**src/rtl/forwarding_ctrl.sv**
```systemverilog
// Operand-bypass control: tracks destinations of in-flight instructions (EX, MEM, WB),
// drives the ALU operand mux selectors and raises a load-use stall.
module forwarding_ctrl #(
  parameter  int REG_ADDR_SIZE = 5,
  parameter  int DEPTH         = 3,
  parameter  int CNT_SIZE      = 16,
  localparam int SEL_SIZE      = $clog2(DEPTH + 1)
) (
  input  logic                     clk,
  input  logic                     reset_n,
  input  logic                     enable,
  input  logic                     flush,
  input  logic                     issue_valid,
  input  logic                     issue_wr_en,
  input  logic [REG_ADDR_SIZE-1:0] issue_wr_addr,
  input  logic                     issue_is_load,
  input  logic [REG_ADDR_SIZE-1:0] rs_addr,
  input  logic [REG_ADDR_SIZE-1:0] rt_addr,
  input  logic                     rs_used,
  input  logic                     rt_used,
  output logic [SEL_SIZE-1:0]      sel_rs,
  output logic [SEL_SIZE-1:0]      sel_rt,
  output logic                     load_use_stall,
  output logic [CNT_SIZE-1:0]      stall_count
);

  typedef struct packed {
    logic                     valid;
    logic                     wr_en;
    logic [REG_ADDR_SIZE-1:0] wr_addr;
    logic                     is_load;
  } slot_t;

  slot_t               slot_q [DEPTH];
  slot_t               slot0_d;
  logic [CNT_SIZE-1:0] stall_cnt_q;
  logic [CNT_SIZE-1:0] stall_cnt_d;
  logic [DEPTH-1:0]    rs_match;
  logic [DEPTH-1:0]    rt_match;

  // NOTE: every signal driven in always_comb gets a default first, so no path leaves it unassigned (no latch).
  always_comb begin
    rs_match = '0;
    rt_match = '0;
    for (int k = 0; k < DEPTH; k++) begin
      rs_match[k] = rs_used && slot_q[k].valid && slot_q[k].wr_en &&
                    (slot_q[k].wr_addr == rs_addr) && (rs_addr != '0);
      rt_match[k] = rt_used && slot_q[k].valid && slot_q[k].wr_en &&
                    (slot_q[k].wr_addr == rt_addr) && (rt_addr != '0);
    end
  end

  assign load_use_stall = (rs_match[0] || rt_match[0]) && slot_q[0].is_load;

  // Scan oldest to youngest so the youngest producer overwrites the selection.
  always_comb begin
    sel_rs = '0;
    sel_rt = '0;
    for (int k = DEPTH - 1; k >= 0; k--) begin
      if (rs_match[k]) sel_rs = SEL_SIZE'(k + 1);
      if (rt_match[k]) sel_rt = SEL_SIZE'(k + 1);
    end
    if (load_use_stall) begin
      sel_rs = '0;
      sel_rt = '0;
    end
  end

  always_comb begin
    slot0_d = '0;
    if (issue_valid && !flush && !load_use_stall) begin
      slot0_d.valid   = 1'b1;
      slot0_d.wr_en   = issue_wr_en;
      slot0_d.wr_addr = issue_wr_addr;
      slot0_d.is_load = issue_is_load;
    end
  end

  always_comb begin
    stall_cnt_d = stall_cnt_q;
    if (load_use_stall && (stall_cnt_q != '1)) stall_cnt_d = stall_cnt_q + CNT_SIZE'(1);
  end

  // NOTE: sequential state uses non-blocking assignments so every slot shifts from the pre-edge values.
  always_ff @(posedge clk or negedge reset_n) begin
    if (!reset_n) begin
      // NOTE: the slot array is a handful of flops, not RAM, so it is reset to clear stale valid bits.
      for (int k = 0; k < DEPTH; k++) slot_q[k] <= '0;
      stall_cnt_q <= '0;
    end else if (enable) begin
      slot_q[0] <= slot0_d;
      for (int k = 1; k < DEPTH; k++) slot_q[k] <= slot_q[k-1];
      stall_cnt_q <= stall_cnt_d;
    end
  end

  assign stall_count = stall_cnt_q;

endmodule

```
**config.mk**
```make
export PLATFORM = sky130hd
export DESIGN_NAME = forwarding_ctrl
export DESIGN_NICKNAME = d
export VERILOG_FILES = /design/src/rtl/forwarding_ctrl.sv
export SDC_FILE = /design/constraint.sdc
export NUM_CORES = 1
export LEC_CHECK = 0
export CAP_MARGIN = 40
export CORE_UTILIZATION = 61
export CTS_CLUSTER_DIAMETER = 200
export DETAILED_ROUTE_END_ITERATION = 10
export DONT_BUFFER_PORTS = 1
export PLACE_DENSITY_LB_ADDON = 0.05
export REMOVE_ABC_BUFFERS = 1
export SKIP_LAST_GASP = 1
export SYNTH_ARGS = -nofsm -noshare
export SYNTH_HDL_FRONTEND = slang
export SYNTH_SLANG_ARGS = --single-unit
```
**constraint.sdc**
```tcl
create_clock -name clk -period 6.1 [get_ports clk]
set_input_delay 1.22 -clock clk [delete_from_list [all_inputs] [get_ports clk]]
set_output_delay 1.22 -clock clk [all_outputs]
set_load 0.02 [all_outputs]
```
==> flow_metrics.tcl, run 1 <==
set metrics [dict create \
    status "finished clean" \
    synth-seq-area-share_pct 46.09 \
    grt_setup_unrepaired "false" \
    worstSetupStartpointType "input pin" \
    arrival_ns 3.21 \
    path_cells "or4_1, o21ai_1, nor4_2, o21ai_4, inv_4, nor3_1" \
    p_leak_nw 0.9546 \
    drive_gt1_share_pct 17.74 \
    synthSimpleGateAreaFrac_pct 17.77 \
    crit_path_end_kind "output pin" \
    power_mw 0.5350 \
    fin_setup_tns_ns 0 \
    drv_cap 0 \
    synth_edf_count 0 \
    core.rowCount 20 \
    yosysUniqueCellTypes 34 \
    clock-sinks 38 \
    fp.dieW_um 60.16 \
    grt_pass1_wl_um 6279 \
    vias 1385 \
    clockRootBuffer "clkbuf_4" \
    via_per_inst 6.022 \
    clkLatencyLatePin_ns 0.36 \
    drtAntennaViolNets 0 \
    synth_largest_area_cell "dfrtp_1" \
    reg2regPathDepth 6 \
    synth_top_family_by_area "XOR/XNOR gates" \
    cp_slowest_stage_delay_ns 0.59 \
    htreeDepth 2 \
    core_um2 3128 \
    slew_headroom_pct 53.59 \
    hp-class "in2async" \
    cts_made_buffers 5 \
    reg2reg_slack_ns 3.74 \
    die_area_um2 3619 \
    ctsHoldBuffers 0 \
    path_class "in2out" \
    grt_pass1_vias 1393 \
    hpwl_um 2938 \
    ys_warn_count 0 \
    grt_max_degree 39 \
    synth_cells 181 \
    routed_wl_um 4000 \
    synth_area_per_cell_um2 11.40 \
    maxSlewViolCount 0 \
    synth-adder-area-share_pct 0.6064 \
    io_buffers 0 \
    firstDrtPassIters 4 \
    cts.path.max_buffers 2 \
    nFillCells 232 \
    clk_pin_slew_worst_paths_ns 0.13 \
    dieHeight_um 60.16 \
    fin_nets 210 \
    synth.area.mux_share_pct 8.187 \
    peakVddDrop_v 0.0002485 \
    synth.area.top_cells "dfrtp_1, xnor2_1, mux2_2, xor2_1, a22o_1" \
    grt_usage_pct 24.50 \
    tightestPinTransition_ns 0.6920 \
    async_reset_ff_share_pct 100.0 \
    drc_errors 0 \
    seqCellArea_um2 950.9 \
    finalWeightedCongestion 0.8658 \
    timing.final.crit_share_pct 72.58 \
    start_util_pct 65.96 \
    crit_fanout 16 \
    ctsResizeCount 0 \
    power_density_nw_per_um2 242.5 \
    synth_common_cells "dfrtp_1, xnor2_1, xor2_1" \
    multi_input_area_um2 1076 \
    pin_count 45 \
    fmax_ghz 0.2259 \
    synth_compound_gate_area_share_pct 6.489 \
    required_ns 4.88 \
    hold_viol 0 \
    antenna_cells 0 \
    path_delay_family "simple AND/OR/NAND/NOR gates" \
    synth_flop_cell "dfrtp_1" \
    cts_tree "done" \
    min_period_ns 4.427 \
    antenna_found_initial 0 \
    synth.top_cell.area_share_pct 46.09 \
    yosys_register_bits 38 \
    cts_setup_buffers 0 \
    fin_skew_ns 0.01643 \
    synth.most_common_cell "dfrtp_1" \
    syn_to_final_growth_pct 6.913 \
    overflow 0 \
    cp_slowest_cell "nor3_1" \
    synth_xor_area_share_pct 19.10 \
    rr_startpoint "stall_count[0]" \
    drt_iter0_drc 52 \
    wl_per_cell_um 17.39 \
    cp.depth 6 \
    finalSetupViolCount 0 \
    syn_area_um2 2063 \
    r2r_end "stall_count[1]" \
    path_buf_inv 1 \
]
[area by class of cell]
| class | instances | share of cell area, % |
|---|---|---|
| inverters | 4 | 0.7941 |
| clock inverters | 3 | 3.120 |
| multi-input cells | 136 | 48.78 |
| well taps | 44 | 2.496 |
| flip-flops and latches | 38 | 43.11 |
| clock buffers | 5 | 1.702 |
[worst max path at each step]
| stage | start | slack, ns | to |
|---|---|---|---|
| 2_1_floorplan | rt_addr[0] | 1.86 | sel_rs[1] |
| 3_3_place_gp | rt_addr[0] | 1.71 | sel_rt[1] |
| 3_5_place_dp | rt_addr[0] | 1.66 | sel_rt[1] |
| 4_1_cts | rt_addr[0] | 1.67 | sel_rt[1] |
| 5_1_grt | rt_addr[0] | 1.57 | sel_rt[1] |
| 6_report | rt_addr[0] | 1.67 | sel_rt[1] |
[cells in the final DEF (no fill, tap or decap), types with 5 or more instances in the layout]
master | synthesis | final
nor2_1 | 6 | 6
mux2_2 | 14 | 14
xor2_1 | 18 | 18
clkbuf_4 | 0 | 5
nand4_1 | 9 | 9
nand3_1 | 6 | 6
xnor2_1 | 27 | 27
a22o_1 | 7 | 7
nand2_1 | 10 | 10
nor4_1 | 6 | 6
dfrtp_1 | 38 | 38
nor3_1 | 7 | 7
[metrics by stage]
step,instance area (µm²),utilization (%),worst slack (ns),instances,hold slack [ns]
2_1_floorplan,2044,-,1.862,178,0.4662
3_3_place_gp,2100,67.12,1.714,222,0.4919
3_5_place_dp,2100,67.12,1.660,222,0.5029
4_1_cts,2206,70.52,1.666,230,0.5275
5_1_grt,2206,70.52,1.567,230,0.5072
6_report,2206,70.52,1.673,230,0.5269
[flip-flops by register name, indices dropped and copies added, names as in the netlist]
signal       flops
slot_q          22
stall_count     16
[cells by family (layout without fill, tap and decap cells)]
logic type | Yosys count | after routing
AO/OA/AOI/OAI | 16 | 16
XOR/XNOR | 45 | 45
adder cells (fa/ha/maj) | 1 | 1
buffers and inverters | 7 | 12
flip-flops | 38 | 38
multiplexers | 15 | 15
AND/OR/NAND/NOR | 59 | 59
[report_power, final]
group	switching, mW	leakage (nW)	internal [mW]
combinational	0.0157	0.385	0.0270
sequential	0.0134	0.514	0.263
clock	0.0873	0.0554	0.128
[routing by layer]
metal,GRT usage (%),up-vias,share of wire (%)
li1,-,659,-
met1,30.79,679,46
met2,40.03,41,47
met3,7.143,6,5.3
met4,8.306,0,1.4
met5,0,-,0
(Power assumes the default switching activity.)
==> run 2: changes to the inputs <==
==> constraint.sdc (replaced) <==
create_clock -name clk -period 4.19 [get_ports clk]
set_input_delay 0.838 -clock clk [delete_from_list [all_inputs] [get_ports clk]]
set_output_delay 0.838 -clock clk [all_outputs]
set_load 0.02 [all_outputs]
==> flow_metrics.tcl, run 2 (synthesis results as in run 1) <==
set metrics [dict create \
    clkPwrFrac_pct 40.3 \
    drt_iter0_drc 75 \
    crit_fanout 16 \
    top_layer "met4" \
    seqPwrFrac_pct 51.6 \
    wl_met3_um 209 \
    combinationalPowerShare_pct 8.1 \
    power_mw 0.7821 \
    p_int_mw 0.6094 \
    finalNonFillerCells 232 \
    wl_met1_um 1804 \
    via_per_inst 6.241 \
    die_area_um2 3619 \
    drv_cap 0 \
    clockRootBuffer "clkbuf_4" \
    finalSetupViolCount 0 \
    grt_max_degree 39 \
    slew_headroom_pct 69.09 \
    cts.path.max_buffers 2 \
    worst_hold_slack_ns 0.1507 \
    power_density_nw_per_um2 352.2 \
    placed_area_um2 2115 \
    p_switching_mw 0.1727 \
    grt_pass1_wl_um 6651 \
    final_common_cell "dfrtp_1" \
    timing.final.crit_share_pct 82.05 \
    antenna_found_initial 0 \
    clk_pin_slew_worst_paths_ns 0.12 \
    core_um2 3128 \
    maxSlewViolCount 0 \
    overflow 0 \
    path_cells "or4_1, o21ai_1, nor4_2, o21ai_4, inv_4, a211oi_1, buf_4" \
    vias 1448 \
    fin_skew_ns 0.01518 \
    grt_setup_unrepaired "false" \
    cts_tree "done" \
    path_buf_inv 2 \
    cts_setup_buffers 0 \
    routed-wl-met2_um 2070 \
    largest_reg_flops 22 \
    grt_pass1_vias 1440 \
    swShare_pct 22.09 \
    core.rowCount 20 \
    final_cell_mix "dfrtp_1, xnor2_1, xor2_1" \
    dp_slack_ns 0.7441 \
    syn_to_final_growth_pct 7.641 \
    path_class "in2out" \
    regMostFlops "slot_q" \
    cp_slowest_cell "or4_1" \
    routed_wl_um 4174 \
    required_ns 3.35 \
    hp-class "in2async" \
    drc_errors 0 \
    fin_setup_tns_ns 0 \
    drive_gt1_share_pct 18.62 \
    clkLatencyLatePin_ns 0.36 \
    grt_usage_pct 26.12 \
    antenna_cells 0 \
    utilization_pct 71.00 \
    dieHeight_um 60.16 \
    clock-sinks 38 \
    peakVddDrop_v 0.0002695 \
    path_delay_family "compound AO/OA/AOI/OAI gates" \
    ctsResizeCount 0 \
    pin_count 45 \
    hpwl_um 3129 \
    hold_viol 0 \
    dp.cells 224 \
    fmax_ghz 0.2909 \
    fp.dieW_um 60.16 \
    finalWeightedCongestion 0.9060 \
    start_util_pct 65.96 \
    cts_made_buffers 5 \
    tightestPinTransition_ns 0.4599 \
    htreeDepth 2 \
    io_buffers 0 \
    p_leak_nw 0.9655 \
    firstDrtPassIters 4 \
    fin_ws_ns 0.7520 \
    fin_nets 212 \
    arrival_ns 2.60 \
    fin_area_um2 2221 \
    min_period_ns 3.438 \
    status "finished clean" \
    wl_per_cell_um 17.99 \
    crit_path_end_kind "output pin" \
    worstSetupStartpointType "input pin" \
    ctsHoldBuffers 0 \
    cp_slowest_stage_delay_ns 0.51 \
    drtAntennaViolNets 0 \
]
==> run 2: power by group through the flow <==
stage / clock network, mW / registers (mW) / logic, mW
after floorplan: 0 / 0.404 / 0.0549
after global placement: 0 / 0.409 / 0.0605
after detailed placement: 0 / 0.411 / 0.0632
after CTS: 0.319 / 0.404 / 0.0638
after global routing: 0.334 / 0.406 / 0.0702
final: 0.315 / 0.404 / 0.0633
==> run 2: final timing paths <==
kind | from | depth (start not counted) | to | slack (ns)
max in group asynchronous | reset_n | 0 | slot_q[12] | 3.93
max | rt_addr[0] | 7 | sel_rs[1] | 0.75
min | reset_n | 0 | slot_q[6] | 0.15
min in group clk | slot_q[6] | 1 | slot_q[6] | 0.53
min reg2reg | slot_q[6] | 1 | slot_q[6] | 0.53
max reg2reg | stall_count[0] | 6 | stall_count[1] | 1.83
==> run 2: cell type report <==
type / count / area, µm²
Multi-Input combinational cell: 136 / 1076
Sequential cell: 38 / 950.9
Fill cell: 250 / 907.1
Clock inverter: 3 / 68.82
Tap cell: 44 / 55.05
Clock buffer: 5 / 37.54
Inverter: 4 / 17.52
Timing Repair Buffer: 2 / 15.01
==> run 2: layer usage <==
| metal | global-route usage (%) | vias to the layer above |
|---|---|---|
| li1 | - | 664 |
| met1 | 32.78 | 725 |
| met2 | 41.29 | 49 |
| met3 | 8.225 | 10 |
| met4 | 10.96 | 0 |
| met5 | 0 | - |
